### src/rtl/telem_packet_packer.sv
// Telemetry packet packer: packet FIFO feeding a framer that emits SYNC header + data words.
// Define TELEM_PACKER_CRC_EN to append a CRC-16-CCITT word after the data words.
module telem_packet_packer #(
    parameter int          PACKET_WIDTH = 88,
    parameter int          DATA_WIDTH   = 16,
    parameter int          DEPTH        = 4,
    parameter logic [31:0] SYNC_WORD    = 32'h0000_A5A5
) (
    input  logic                     clk,
    input  logic                     rst_n,
    input  logic [PACKET_WIDTH-1:0]  packet,
    input  logic                     packet_valid,
    output logic                     in_ready,
    output logic [DATA_WIDTH-1:0]    out_data,
    output logic                     out_valid,
    input  logic                     out_ready,
    output logic                     out_last,
    output logic [15:0]              drop_count,
    output logic                     overflow,
    output logic [$clog2(DEPTH):0]   fill_level
);

    localparam int NWORDS = (PACKET_WIDTH + DATA_WIDTH - 1) / DATA_WIDTH;
    localparam int PADW   = NWORDS * DATA_WIDTH;
    localparam int AW     = $clog2(DEPTH);
    localparam int FW     = AW + 1;
    localparam int CW     = $clog2(NWORDS + 1);
    localparam logic [DATA_WIDTH-1:0] SYNC = DATA_WIDTH'(SYNC_WORD);
`ifdef TELEM_PACKER_CRC_EN
    localparam bit CRC_EN = 1'b1;
`else
    localparam bit CRC_EN = 1'b0;
`endif

    typedef enum logic [1:0] {
        S_IDLE,
        S_HDR,
        S_DATA
`ifdef TELEM_PACKER_CRC_EN
        , S_CRC
`endif
    } state_t;

    logic [PACKET_WIDTH-1:0] r_mem [DEPTH];
    logic [AW-1:0]           r_wptr, r_rptr;
    logic [FW-1:0]           r_fill;
    logic                    r_in_ready;
    logic [15:0]             r_drop_count;
    logic                    r_overflow;

    state_t                  r_state;
    logic [PADW-1:0]         r_shift;
    logic [CW-1:0]           r_cnt;
    logic [DATA_WIDTH-1:0]   r_out_data;
    logic                    r_out_valid;
    logic                    r_out_last;

    logic                    w_full, w_empty, w_push, w_drop, w_pop, w_accept, w_last_data;
    logic [FW-1:0]           w_fill_nxt;
    logic [PADW-1:0]         w_padded;
    logic [DATA_WIDTH-1:0]   w_top;

    assign w_full     = (r_fill == FW'(DEPTH));
    assign w_empty    = (r_fill == '0);
    // Fullness is judged on the registered count, so a same-cycle pop never frees room for a push.
    assign w_push     = packet_valid & ~w_full;
    assign w_drop     = packet_valid & w_full;
    assign w_pop      = (r_state == S_IDLE) & ~w_empty;
    assign w_fill_nxt = r_fill + FW'(w_push) - FW'(w_pop);

    assign w_padded    = PADW'(r_mem[r_rptr]) << (PADW - PACKET_WIDTH);
    assign w_top       = r_shift[PADW-1 -: DATA_WIDTH];
    assign w_accept    = r_out_valid & out_ready;
    assign w_last_data = (r_cnt == CW'(NWORDS - 1));

`ifdef TELEM_PACKER_CRC_EN
    logic [15:0]           r_crc;
    logic [15:0]           w_crc_nxt;
    logic [DATA_WIDTH-1:0] w_crc_word;

    function automatic logic [15:0] crc_step(input logic [15:0] c_in, input logic [DATA_WIDTH-1:0] d);
        logic [15:0] c;
        logic        fb;
        c = c_in;
        for (int i = DATA_WIDTH - 1; i >= 0; i--) begin
            fb = c[15] ^ d[i];
            c  = {c[14:0], 1'b0} ^ (fb ? 16'h1021 : 16'h0000);
        end
        return c;
    endfunction

    // The CRC covers the data word currently presented, folded in as it is accepted.
    assign w_crc_nxt  = crc_step(r_crc, r_out_data);
    assign w_crc_word = DATA_WIDTH'(w_crc_nxt);
`endif

    always_ff @(posedge clk) begin
        if (w_push) r_mem[r_wptr] <= packet;
    end

    always_ff @(posedge clk or negedge rst_n) begin
        if (!rst_n) begin
            r_wptr       <= '0;
            r_rptr       <= '0;
            r_fill       <= '0;
            r_in_ready   <= 1'b0;
            r_drop_count <= '0;
            r_overflow   <= 1'b0;
        end else begin
            if (w_push) r_wptr <= r_wptr + 1'b1;
            if (w_pop)  r_rptr <= r_rptr + 1'b1;
            r_fill     <= w_fill_nxt;
            r_in_ready <= (w_fill_nxt != FW'(DEPTH));
            if (w_drop) begin
                r_overflow <= 1'b1;
                if (r_drop_count != 16'hFFFF) r_drop_count <= r_drop_count + 16'd1;
            end
        end
    end

    always_ff @(posedge clk or negedge rst_n) begin
        if (!rst_n) begin
            r_state     <= S_IDLE;
            r_shift     <= '0;
            r_cnt       <= '0;
            r_out_data  <= '0;
            r_out_valid <= 1'b0;
            r_out_last  <= 1'b0;
`ifdef TELEM_PACKER_CRC_EN
            r_crc       <= 16'hFFFF;
`endif
        end else begin
            case (r_state)
                S_IDLE: begin
                    if (w_pop) begin
                        r_state     <= S_HDR;
                        r_shift     <= w_padded;
                        r_out_data  <= SYNC;
                        r_out_valid <= 1'b1;
                        r_out_last  <= 1'b0;
                    end
                end
                S_HDR: begin
`ifdef TELEM_PACKER_CRC_EN
                    r_crc <= 16'hFFFF;
`endif
                    if (w_accept) begin
                        r_state    <= S_DATA;
                        r_out_data <= w_top;
                        r_shift    <= r_shift << DATA_WIDTH;
                        r_cnt      <= '0;
                        r_out_last <= (NWORDS == 1) && !CRC_EN;
                    end
                end
                S_DATA: begin
                    if (w_accept) begin
`ifdef TELEM_PACKER_CRC_EN
                        r_crc <= w_crc_nxt;
`endif
                        if (w_last_data) begin
`ifdef TELEM_PACKER_CRC_EN
                            r_state     <= S_CRC;
                            r_out_data  <= w_crc_word;
                            r_out_last  <= 1'b1;
`else
                            r_state     <= S_IDLE;
                            r_out_data  <= '0;
                            r_out_valid <= 1'b0;
                            r_out_last  <= 1'b0;
`endif
                        end else begin
                            r_out_data <= w_top;
                            r_shift    <= r_shift << DATA_WIDTH;
                            r_cnt      <= r_cnt + 1'b1;
                            r_out_last <= !CRC_EN && (r_cnt == CW'(NWORDS - 2));
                        end
                    end
                end
`ifdef TELEM_PACKER_CRC_EN
                S_CRC: begin
                    if (w_accept) begin
                        r_state     <= S_IDLE;
                        r_out_data  <= '0;
                        r_out_valid <= 1'b0;
                        r_out_last  <= 1'b0;
                    end
                end
`endif
                default: begin
                    r_state     <= S_IDLE;
                    r_out_valid <= 1'b0;
                    r_out_last  <= 1'b0;
                end
            endcase
        end
    end

    assign in_ready   = r_in_ready;
    assign out_data   = r_out_data;
    assign out_valid  = r_out_valid;
    assign out_last   = r_out_last;
    assign drop_count = r_drop_count;
    assign overflow   = r_overflow;
    assign fill_level = r_fill;

endmodule

### config.mk
export PLATFORM = sky130hd
export DESIGN_NAME = telem_packet_packer
export DESIGN_NICKNAME = d
export VERILOG_FILES = /design/src/rtl/telem_packet_packer.sv
export SDC_FILE = /design/constraint.sdc
export NUM_CORES = 1
export LEC_CHECK = 0
export CELL_PAD_IN_SITES_DETAIL_PLACEMENT = 0
export CELL_PAD_IN_SITES_GLOBAL_PLACEMENT = 1
export CORE_MARGIN = 1.5
export CORE_UTILIZATION = 45
export DETAILED_ROUTE_END_ITERATION = 8
export PLACE_DENSITY_LB_ADDON = 0.08
export SLEW_MARGIN = 40
export SYNTH_ARGS = -nofsm -noshare
export SYNTH_HDL_FRONTEND = slang
export SYNTH_SLANG_ARGS = --single-unit
### constraint.sdc
create_clock -name clk -period 3.24 [get_ports clk]
set_input_delay 0.648 -clock clk [delete_from_list [all_inputs] [get_ports clk]]
set_output_delay 0.648 -clock clk [all_outputs]
set_load 0.03 [all_outputs]
==> metrics.txt, run 1 <==
full die area around 44000 um^2; clock transition time at the flip-flop clock pins of the worst setup and hold paths ~0.06 ns; slew at the pin closest to its max-slew limit between 0.6 and 0.7 ns; wire length of the first global-routing pass about 64 mm; most used flip-flop cell after synthesis sky130_fd_sc_hd__edfxtp_1; number of synthesis warnings 0; global placer's final weighted congestion ~0.75; setup TNS 0 ns; Clock Path Buffers 3; portion of the clock cycle consumed by the worst path in the final layout 76.5%; total power divided by cell area 1040 nW/um^2; All-Layer GR Usage approximately 19%; post-CTS setup buffers 0; Fin. Hold Viols 0; setup repair after global routing missed its margin no; horizontal die dimension about 210 um; antenna viol nets, final 0; met1 Use GR between 20 and 30%; ratio of routed vias to standard cells about 5.4; sum of overflow across all layers after global routing 0; run status finished, final reports clean; Clock Root Buffer sky130_fd_sc_hd__clkbuf_16; number of storage elements in the synthesis netlist 488; layer carrying the most global-route usage met2; Hold Startpoint overflow; gate family responsible for the most delay along the worst path adder cells; mean instance size in the synthesized netlist about 17 um^2; leakage power figure between 0.008 and 0.009 uW; TritonCTS clock tree yes; number of buffers created by CTS 50; die boundary height 209 um; post-detail-place hpwl ~25 mm; initial drt markers 621; GRT met3 Usage 3.17%; Cells after Synth ~1200; count of distinct cell types in the synthesized netlist 45; slowest stage cell, crit path sky130_fd_sc_hd__fa_1; maximum number of pins on one net before global-route repair approximately 90; crit path cell chain inv_1 -> ha_2 -> nor2b_1 -> ha_1 -> inv_1 -> ha_1 -> fa_1 -> nor2_1 -> nand2_1; classification of the worst setup path reg2reg; initial core utilization 45.4%; IO buf count 130; CP endpoint kind register; cell area after technology mapping around 19000 um^2; Ports approximately 130; routed wire length a little over 40 mm; final max-slew violation count 0; Rows between 70 and 80; crit path launch r_state[1]; Final Critical Period 2.48 ns; highest fanout seen on the critical path 8; fraction of layout cells with a size suffix above 1 about 16%; Worst Path Required ~3.7 ns; post-synthesis async set-or-reset flop share between 20 and 30%; vias in the first global route 10700; core occupancy in the finished layout about 55%; clock sink total 488; buffer and inverter count on the worst path 2; Fin Clk Skew 0.0222 ns; kind of path behind the tightest hold check reg2reg; count of unresolved DRC violations after routing 0; startpoint types register; Max Cap Violations 0; total of fill cells in the finished design roughly 3400; slowest stage delay, CP 0.43 ns; CP Data Arrival Time a little under 3 ns; sequential share of the synthesized area 73.5%; number of nets at the end of the flow 1406; number of antenna repair diodes 0; number of vias after detailed routing 10200; worst-case vdd ir drop around 0.7 mV; number of failing setup endpoints in the final timing report 0; core area between 40000 and 50000 um^2; Max Clk Rate approximately 400 MHz; number of levels in the clock H-tree 2; GR Util met2 30.8%; antenna violations before repair 1; average detailed-routed wire length per instance roughly 22 um; layout-stage area growth over the synthesis result 20.2%; Post-Synthesis Net Count ~1300; Max transition margin 56.3%; router iterations before antenna repair 5; launch instance of the worst register-to-register path r_state[1]; clock insertion delay at the later pin of the skew report ~0.58 ns; EDFF count, synth ~350
## placed cells by master, fill, tap and decap left out, types with 22 or more instances in the layout
master	instances
sky130_fd_sc_hd__nor2_1	73
sky130_fd_sc_hd__dfrtp_1	134
sky130_fd_sc_hd__a21oi_1	143
sky130_fd_sc_hd__nand2_1	114
sky130_fd_sc_hd__edfxtp_1	352
sky130_fd_sc_hd__clkbuf_16	51
sky130_fd_sc_hd__o21ai_0	22
sky130_fd_sc_hd__clkdlybuf4s50_1	129
sky130_fd_sc_hd__inv_1	31
sky130_fd_sc_hd__mux4_2	88
## flip-flops by register name (all words and copies together), names as in the netlist
register / flops
out_valid: 1
out_last: 1
drop_count: 16
in_ready: 1
r_state: 2
r_wptr: 2
r_rptr: 2
fill_level: 3
r_mem: 352
r_shift: 88
overflow: 1
out_data: 16
r_cnt: 3
## Yosys cell counts (all sizes together), types with 6 or more instances
cell type    n  share of area [%]
edfxtp     352                 56
a21oi      143                3.8
dfrtp      136                 18
nand2      114                2.2
mux4        88                 10
nor2        73                1.4
clkbuf      32               0.63
inv         32               0.63
buf         30                1.2
o21ai       28               0.74
ha          15               0.99
xor2        15               0.69
nand3       12               0.32
o211ai       9               0.36
a22oi        8               0.32
nor3         8               0.27
o21a         8               0.32
nand4        7               0.23
and2         6               0.20
## through the flow
step           power [uW]  std cells  hold slack (ns)  worst slack, ns  area (um^2)
6_report            23800       1877            0.460            0.763        22900
3_3_place_gp        17900       1784            0.454            0.580        21100
5_1_grt             25300       1877            0.496            0.564        22900
3_5_place_dp        18000       1784            0.452            0.575        21100
2_1_floorplan       15300       1150            0.352            0.573        19000
4_1_cts             24200       1877            0.469            0.699        22900
## where the power goes
part	total [uW]	switching [uW]	internal, uW	leakage (uW)
Combinational	8400	5000	3400	0.00246
Sequential	9360	867	8500	0.00484
Clock	6080	2330	3750	0.000860
Total	23800	8190	15700	0.00816
## final cells by class
| cell class | count | area (um^2) | area share, % |
|---|---|---|---|
| Tap cell | 539 | 674 | 2.95 |
| Multi-Input combinational cell | 568 | 4600 | 20.1 |
| Timing Repair Buffer | 158 | 1730 | 7.57 |
| Inverter | 32 | 120 | 0.525 |
| Sequential cell | 488 | 14000 | 61.1 |
| Clock inverter | 32 | 407 | 1.78 |
| Clock buffer | 60 | 1350 | 5.90 |
## timing repair
item	in CTS	in global routing
hold buffers	1	0
gates resized for setup	0	0
hold endpoints to repair	29	0
## cells by family (layout without fill, tap and decap cells)
group / Yosys count / count (layout) / share of synthesized area (%)
DFF: 488 / 488 / 73.5
and+or+nand+nor: 235 / 235 / 5.33
AOI/OAI and AO/OA: 206 / 206 / 6.09
buffers and inverters: 94 / 282 / 2.51
muxes: 91 / 91 / 10.6
xor gates and xnor gates: 20 / 20 / 0.921
adders and majority gates: 16 / 16 / 1.09
## per-layer routing
layer  wire, um  vias up  share of wire (%)
met5          9        -              0.022
met3       1780       56                4.4
met4        729        2                1.8
met2      19300      232                 48
met1      18600     5247                 46
li1           -     4642                  -
## path summary, 6_finish.rpt
check,to,cells after the start,slack [ns]
setup reg to reg,in_ready,9,0.76
setup / recovery,in_ready,9,0.76
max in group asynchronous,drop_count[13],3,1.98
hold / removal,overflow,1,0.46
hold reg to reg,overflow,1,0.46
min in group asynchronous,out_data[11],2,0.53
## worst register-to-register path: cells and delay by family, from the launching register on
| family | cells | cell delay [ns] |
|---|---|---|
| DFF | 1 | 0.40 |
| buffers and inverters | 2 | 0.17 |
| adders and majority gates | 4 | 1.22 |
| and+or+nand+nor | 3 | 0.57 |
Note: power is estimated with default switching activity, not from simulation.
==> run 2, diff against run 1 <==
--- a/config.mk
+++ b/config.mk
@@ -8,7 +8,7 @@
 export CELL_PAD_IN_SITES_DETAIL_PLACEMENT = 0
 export CELL_PAD_IN_SITES_GLOBAL_PLACEMENT = 1
 export CORE_MARGIN = 1.5
-export CORE_UTILIZATION = 45
+export CORE_UTILIZATION = 50
 export DETAILED_ROUTE_END_ITERATION = 8
 export PLACE_DENSITY_LB_ADDON = 0.08
 export SLEW_MARGIN = 40
==> constraint.sdc (replaced) <==
create_clock -name clk -period 2.4 [get_ports clk]
set_input_delay 0.48 -clock clk [delete_from_list [all_inputs] [get_ports clk]]
set_output_delay 0.48 -clock clk [all_outputs]
set_load 0.03 [all_outputs]
==> run 2 against run 1 <==
Net effect:
- count of clock-buffer cells in the layout grew 3
- critical path depth decreased by 8
- sequential power up 32%
- clock skew hardly changed
- combinational power rose by 39%
- wire length is 3.3% lower
- first-iteration DRC count decreased by 15%
- die area down 9.9%
- total power rose by 33%
==> metrics.txt, run 2 (synthesized netlist as in run 1, its figures left out) <==
worst-case vdd ir drop 1.00 mV (+46%); core area 37600 um^2 (-10%); register name with the most flops r_mem; run status finished, final reports clean; Fin. Hold Viols 0 (unchanged); total of fill cells in the finished design 2820 (-17%); number of flip-flops in the largest register 352 (unchanged); internal power consumption 20800 uW (+33%); startpoint types register; Final Worst Setup Slack 0.117 ns (-0.646 ns); IO buf count 130 (unchanged); sum of overflow across all layers after global routing 0 (unchanged); Max transition margin 64.9% (+8.6 points); antenna viol nets, final 0 (unchanged); Final Critical Period around 2.3 ns; Clock Path Buffers 3 (unchanged); most used cells in the layout excluding fill and tap cells sky130_fd_sc_hd__edfxtp_1, sky130_fd_sc_hd__a21oi_1, sky130_fd_sc_hd__dfrtp_1, sky130_fd_sc_hd__clkdlybuf4s50_1, sky130_fd_sc_hd__nand2_1; launch instance of the worst register-to-register path r_state[1]; routed wire length 39.1 mm (-3.3%); antenna violations before repair 0 (-1); total power divided by cell area 1390 nW/um^2 (+33%); slew at the pin closest to its max-slew limit 0.523 ns (-0.133 ns); power share of the clock group 24.0% (-1.5 points); maximum number of pins on one net before global-route repair 60 (-33%); wire length of the first global-routing pass 60.9 mm (-4.1%); setup slack of the most critical reg-to-reg path 0.20 ns (-0.56 ns); fraction of layout cells with a size suffix above 1 16.6% (+0.79 points); CP endpoint kind primary output; footprint of the multi-input gates 4600 um^2 (unchanged); Rows 71 (-5.3%); Ports 131 (unchanged); kind of path behind the tightest hold check in2async; switching part of the total power 34.5% (+0.12 points); leakage power figure 0.00820 uW (+0.48%); Worst Path Required 1.92 ns (-1.77 ns); highest fanout seen on the critical path 6 (-2); slowest stage cell, crit path sky130_fd_sc_hd__clkdlybuf4s50_1; CP Data Arrival Time 1.80 ns (-1.12 ns); registers with the most flip-flops r_mem (352), r_shift (88); number of buffers created by CTS 50 (unchanged); capture instance of the worst register-to-register path r_shift[87]; gate family responsible for the most delay along the worst path buffers and inverters; number of failing setup endpoints in the final timing report 0 (unchanged); number of nets at the end of the flow 1422 (+1.1%); clock insertion delay at the later pin of the skew report 0.58 ns (about the same); ratio of routed vias to standard cells 5.45 (+0.46%); Post-Place Setup Slack -0.114 ns (-0.689 ns); die boundary height 198 um (-5.1%); average detailed-routed wire length per instance 21.0 um (-2.6%); number of antenna repair diodes 0 (unchanged); Clock Root Buffer sky130_fd_sc_hd__clkbuf_16; buffer and inverter count on the worst path 1 (-1); Max Cap Violations 0 (unchanged); crit path cell chain clkdlybuf4s50_1; number of levels in the clock H-tree 2 (unchanged); Fin Clk Skew 0.0224 ns (+0.000127 ns); layout-stage area growth over the synthesis result 20.3% (about the same); register share of total power 39.1% (-0.2 points); final max-slew violation count 0 (unchanged); post-detail-place hpwl 24.4 mm (-1.1%); initial core utilization 50.6% (+5.2 points); setup repair after global routing missed its margin no; full die area 39200 um^2 (-9.9%); slowest stage delay, CP 0.73 ns (+0.30 ns); All-Layer GR Usage 20.8% (+1.6 points); global placer's final weighted congestion 0.774 (+2.7%); net switching power of the design 11000 uW (+34%); horizontal die dimension 198 um (-5.1%); count of unresolved DRC violations after routing 0 (unchanged); setup TNS 0 ns (unchanged); router iterations before antenna repair 5 (unchanged); FF+latch area 14000 um^2 (unchanged); classification of the worst setup path reg2out; TritonCTS clock tree yes; number of vias after detailed routing 10200 (-0.24%); Max Clk Rate roughly 440 MHz; portion of the clock cycle consumed by the worst path in the final layout roughly 95%; clock sink total 488 (unchanged); most common library cell in the layout ignoring fill and taps sky130_fd_sc_hd__edfxtp_1; vias in the first global route 10400 (-2.4%); Comb power frac 36.8% (+1.6 points); clock transition time at the flip-flop clock pins of the worst setup and hold paths 0.06 ns (about the same); initial drt markers 527 (-15%); worst reg-to-reg path cell count 8 (-1)
==> run 2: power groups by stage <==
stage | sequential, uW | combinational, uW | clock (uW)
global placement | 12500 | 11800 | 0
floorplan | 12600 | 8030 | 0
CTS | 12400 | 12000 | 7830
finish | 12400 | 11700 | 7640
detailed placement | 12600 | 11900 | 0
global route | 12600 | 13000 | 8120
==> run 2: worst max-delay path by stage <==
stage,from,to,cells after the start
floorplan,fill_level[1],r_mem[0][0],3
global placement,packet_valid,in_ready,9
detailed placement,packet_valid,in_ready,9
CTS,fill_level[1],fill_level[1],1
global route,r_state[0],r_shift[37],8
finish,fill_level[1],fill_level[1],1
==> run 2: layout make-up <==
cell class | instances | area share [%]
multi-input combinational | 568 | 20.1
tap | 511 | 2.79
inverter | 32 | 0.525
timing repair buffer | 174 | 8.35
sequential | 488 | 61.1
clock buffer | 63 | 5.95
clock inverter | 28 | 1.16
==> run 2: per-stage QoR <==
stage	std cells	hold slack (ns)	cell area, um^2	power, uW	utilization (%)
detailed placement	1772	0.452	21200	24500	56.5
global route	1864	0.463	22900	33700	60.9
global placement	1772	0.453	21200	24400	56.5
floorplan	1150	0.184	19000	20600	-
finish	1864	0.411	22900	31800	60.9
CTS	1864	0.414	22900	32200	60.9
==> run 2: metal layers <==
layer / GRT usage [%] / vias up / wire [um]
met5: 0 / - / 0
met4: 6.08 / 0 / 721
met3: 2.84 / 50 / 1440
met2: 33.3 / 197 / 19200
met1: 30.1 / 5227 / 17700
li1: - / 4681 / -
==> run 2: timing repair <==
| item | 4_1_cts | 5_1_grt |
|---|---|---|
| hold buffers | 1 | 0 |
| hold endpoints to repair | 46 | 0 |
| resized for setup | 0 | 0 |
| setup buffers | 0 | 0 |
==> run 3, diff against run 2 <==
--- a/config.mk
+++ b/config.mk
@@ -10,7 +10,7 @@
 export CORE_MARGIN = 1.5
 export CORE_UTILIZATION = 50
 export DETAILED_ROUTE_END_ITERATION = 8
-export PLACE_DENSITY_LB_ADDON = 0.08
+export PLACE_DENSITY_LB_ADDON = 0.05
 export SLEW_MARGIN = 40
 export SYNTH_ARGS = -nofsm -noshare
 export SYNTH_HDL_FRONTEND = slang
==> run 3 against run 2 <==
Net effect:
- sequential power is essentially flat
- combinational power is essentially flat
- wire length increased by 1.1%
- hold slack worse by 0.024 ns
- critical path depth up 6
- cell count grew 0.16%
- core utilization increased by 0.31 points
- sequential share of layout area decreased by 0.31 points
- total power is 1.1% higher
- clock power about the same
- register-to-register slack got worse by 0.09 ns
- non-clock buffer count stayed put
- critical path type is now reg2reg
- critical endpoint is now r_shift[82]
==> metrics.txt, run 3 (synthesized netlist as in run 1, its figures left out) <==
slowest stage delay, CP 0.53 ns (-0.20 ns); die boundary height 198 um (unchanged); number of buffers created by CTS 50 (unchanged); Rows 71 (unchanged); post-CTS setup buffers 0 (unchanged); switching part of the total power 34.4% (-0.10 points); Ports 131 (unchanged); Placed Instance Area 21300 um^2 (+0.47%); CP endpoint kind register; count of hold-fix buffers inserted at cts 1 (unchanged); sum of overflow across all layers after global routing 0 (unchanged); power share of the clock group 23.8% (-0.2 points); post-detail-place hpwl 25.0 mm (+2.4%); CP Data Arrival Time 2.75 ns (+0.95 ns); leakage power figure 0.00824 uW (+0.44%); initial drt markers 517 (-1.9%); fin cells 1867 (+0.16%); maximum number of pins on one net before global-route repair 73 (+22%); TritonCTS clock tree yes; footprint of the multi-input gates 4600 um^2 (unchanged); Max Clk Rate 436 MHz (-0.51%); worst-case vdd ir drop 0.872 mV (-13%); clock sink total 488 (unchanged); antenna viol nets, final 0 (unchanged); routed wire length 39.5 mm (+1.1%); full die area 39200 um^2 (unchanged); IO buf count 130 (unchanged); setup repair after global routing missed its margin no; core occupancy in the finished layout 61.2% (+0.31 points); number of nets at the end of the flow 1422 (unchanged); vias in the first global route 10500 (+0.83%); setup slack of the most critical reg-to-reg path 0.11 ns (-0.09 ns); register name with the most flops r_mem; wire length of the first global-routing pass 62.0 mm (+1.8%); slowest stage cell, crit path sky130_fd_sc_hd__a221o_4; fraction of layout cells with a size suffix above 1 16.3% (-0.32 points); number of failing setup endpoints in the final timing report 0 (unchanged); FF+latch area 14000 um^2 (unchanged); Max transition margin 63.4% (-1.5 points); average detailed-routed wire length per instance 21.2 um (+0.96%); highest fanout seen on the critical path 18 (+12); All-Layer GR Usage 21.1% (+0.34 points); Fin Clk Skew 0.0255 ns (+0.00313 ns); ratio of routed vias to standard cells 5.43 (-0.34%); highest layer used for signal routing met4; initial core utilization 50.6% (unchanged); core area 37600 um^2 (unchanged); register share of total power 39.1% (about the same); portion of the clock cycle consumed by the worst path in the final layout 95.6% (+0.49 points); Comb power frac 37.1% (+0.3 points); total power divided by cell area 1400 nW/um^2 (+0.64%); WL met3 1.54 mm (+6.6%); Clock Path Buffers 3 (unchanged); kind of path behind the tightest hold check in2async; clock insertion delay at the later pin of the skew report 0.58 ns (about the same); number of vias after detailed routing 10100 (-0.18%); Final Critical Period 2.29 ns (+0.0118 ns); run status finished, final reports clean; Hold Worst Slack 0.387 ns (-0.0240 ns); layout-stage area growth over the synthesis result 20.9%; clock transition time at the flip-flop clock pins of the worst setup and hold paths 0.06 ns (about the same); most common library cell in the layout ignoring fill and taps sky130_fd_sc_hd__edfxtp_1; net switching power of the design 11100 uW (+0.85%); Worst Path Required 2.85 ns (+0.93 ns); horizontal die dimension 198 um (unchanged); Fin. Hold Viols 0 (unchanged); antenna violations before repair 1 (+1); number of placed instances with taps included 1772 (unchanged); Max Cap Violations 0 (unchanged); router iterations before antenna repair 5 (unchanged); count of unresolved DRC violations after routing 0 (unchanged); startpoint types register; slew at the pin closest to its max-slew limit 0.545 ns (+0.0221 ns); classification of the worst setup path reg2reg; buffer and inverter count on the worst path 2 (+1); Clock Root Buffer sky130_fd_sc_hd__clkbuf_16; launch instance of the worst register-to-register path r_state[0]; registers with the most flip-flops r_mem (352), r_shift (88); number of levels in the clock H-tree 2 (unchanged); PostCTS Resize Cnt 0 (unchanged); final max-slew violation count 0 (unchanged); Met2 Routed Length 19.3 mm (+0.50%); final design instance area without fill 23000 um^2 (+0.50%); total of fill cells in the finished design 2847 (+0.96%); setup TNS 0 ns (unchanged); most used cells in the layout excluding fill and tap cells sky130_fd_sc_hd__edfxtp_1, sky130_fd_sc_hd__a21oi_1, sky130_fd_sc_hd__dfrtp_1, sky130_fd_sc_hd__clkdlybuf4s50_1, sky130_fd_sc_hd__nand2_1; worst reg-to-reg path cell count 7 (-1); global placer's final weighted congestion 0.761 (-1.7%); DRT met1 WL 18.2 mm (+2.8%); internal power consumption 21100 uW (+1.3%); capture instance of the worst register-to-register path r_shift[82]; number of flip-flops in the largest register 352 (unchanged); gate family responsible for the most delay along the worst path compound AO/OA/AOI/OAI gates; crit path cell chain inv_1 -> ha_1 -> o21bai_1 -> a221o_4 -> buf_4 -> a21oi_1 -> a22oi_1
## run 3: worst max-delay path by stage
stage,cells after the start,from,end
floorplan,3,fill_level[1],r_mem[0][0]
global placement,9,packet_valid,in_ready
detailed placement,9,packet_valid,in_ready
CTS,1,fill_level[1],fill_level[1]
global route,7,r_state[0],r_shift[82]
finish,7,r_state[0],r_shift[82]
## run 3: final cells by class
type,instances,share of cell area [%]
Sequential cell,488,60.8
Multi-Input combinational cell,568,20.0
Timing Repair Buffer,174,8.74
Clock buffer,73,6.40
Tap cell,511,2.78
Clock inverter,20,0.729
Inverter,32,0.522
Antenna cell,1,0.0109
## run 3: per-stage QoR
| step | total power [uW] | setup WS, ns |
|---|---|---|
| final | 32200 | 0.105 |
| after CTS | 32600 | 0.0846 |
| after floorplan | 20600 | -0.267 |
| after global routing | 34200 | 0.0207 |
| after detailed placement | 24900 | -0.109 |
| after global placement | 24700 | -0.0930 |
## run 3: power by group through the flow
stage | Sequential [uW] | Clock [uW] | Combinational, uW
2_1_floorplan | 12600 | 0 | 8030
3_3_place_gp | 12700 | 0 | 12000
3_5_place_dp | 12700 | 0 | 12100
4_1_cts | 12600 | 7870 | 12200
5_1_grt | 12700 | 8200 | 13200
6_report | 12600 | 7660 | 11900
## run 3: routing by layer
metal  vias to the layer above  global-route usage (%)
met5                         -                       0
met4                         0                    4.64
met3                        32                    4.21
met2                       174                    34.0
met1                      5243                    30.2
li1                       4688                       -
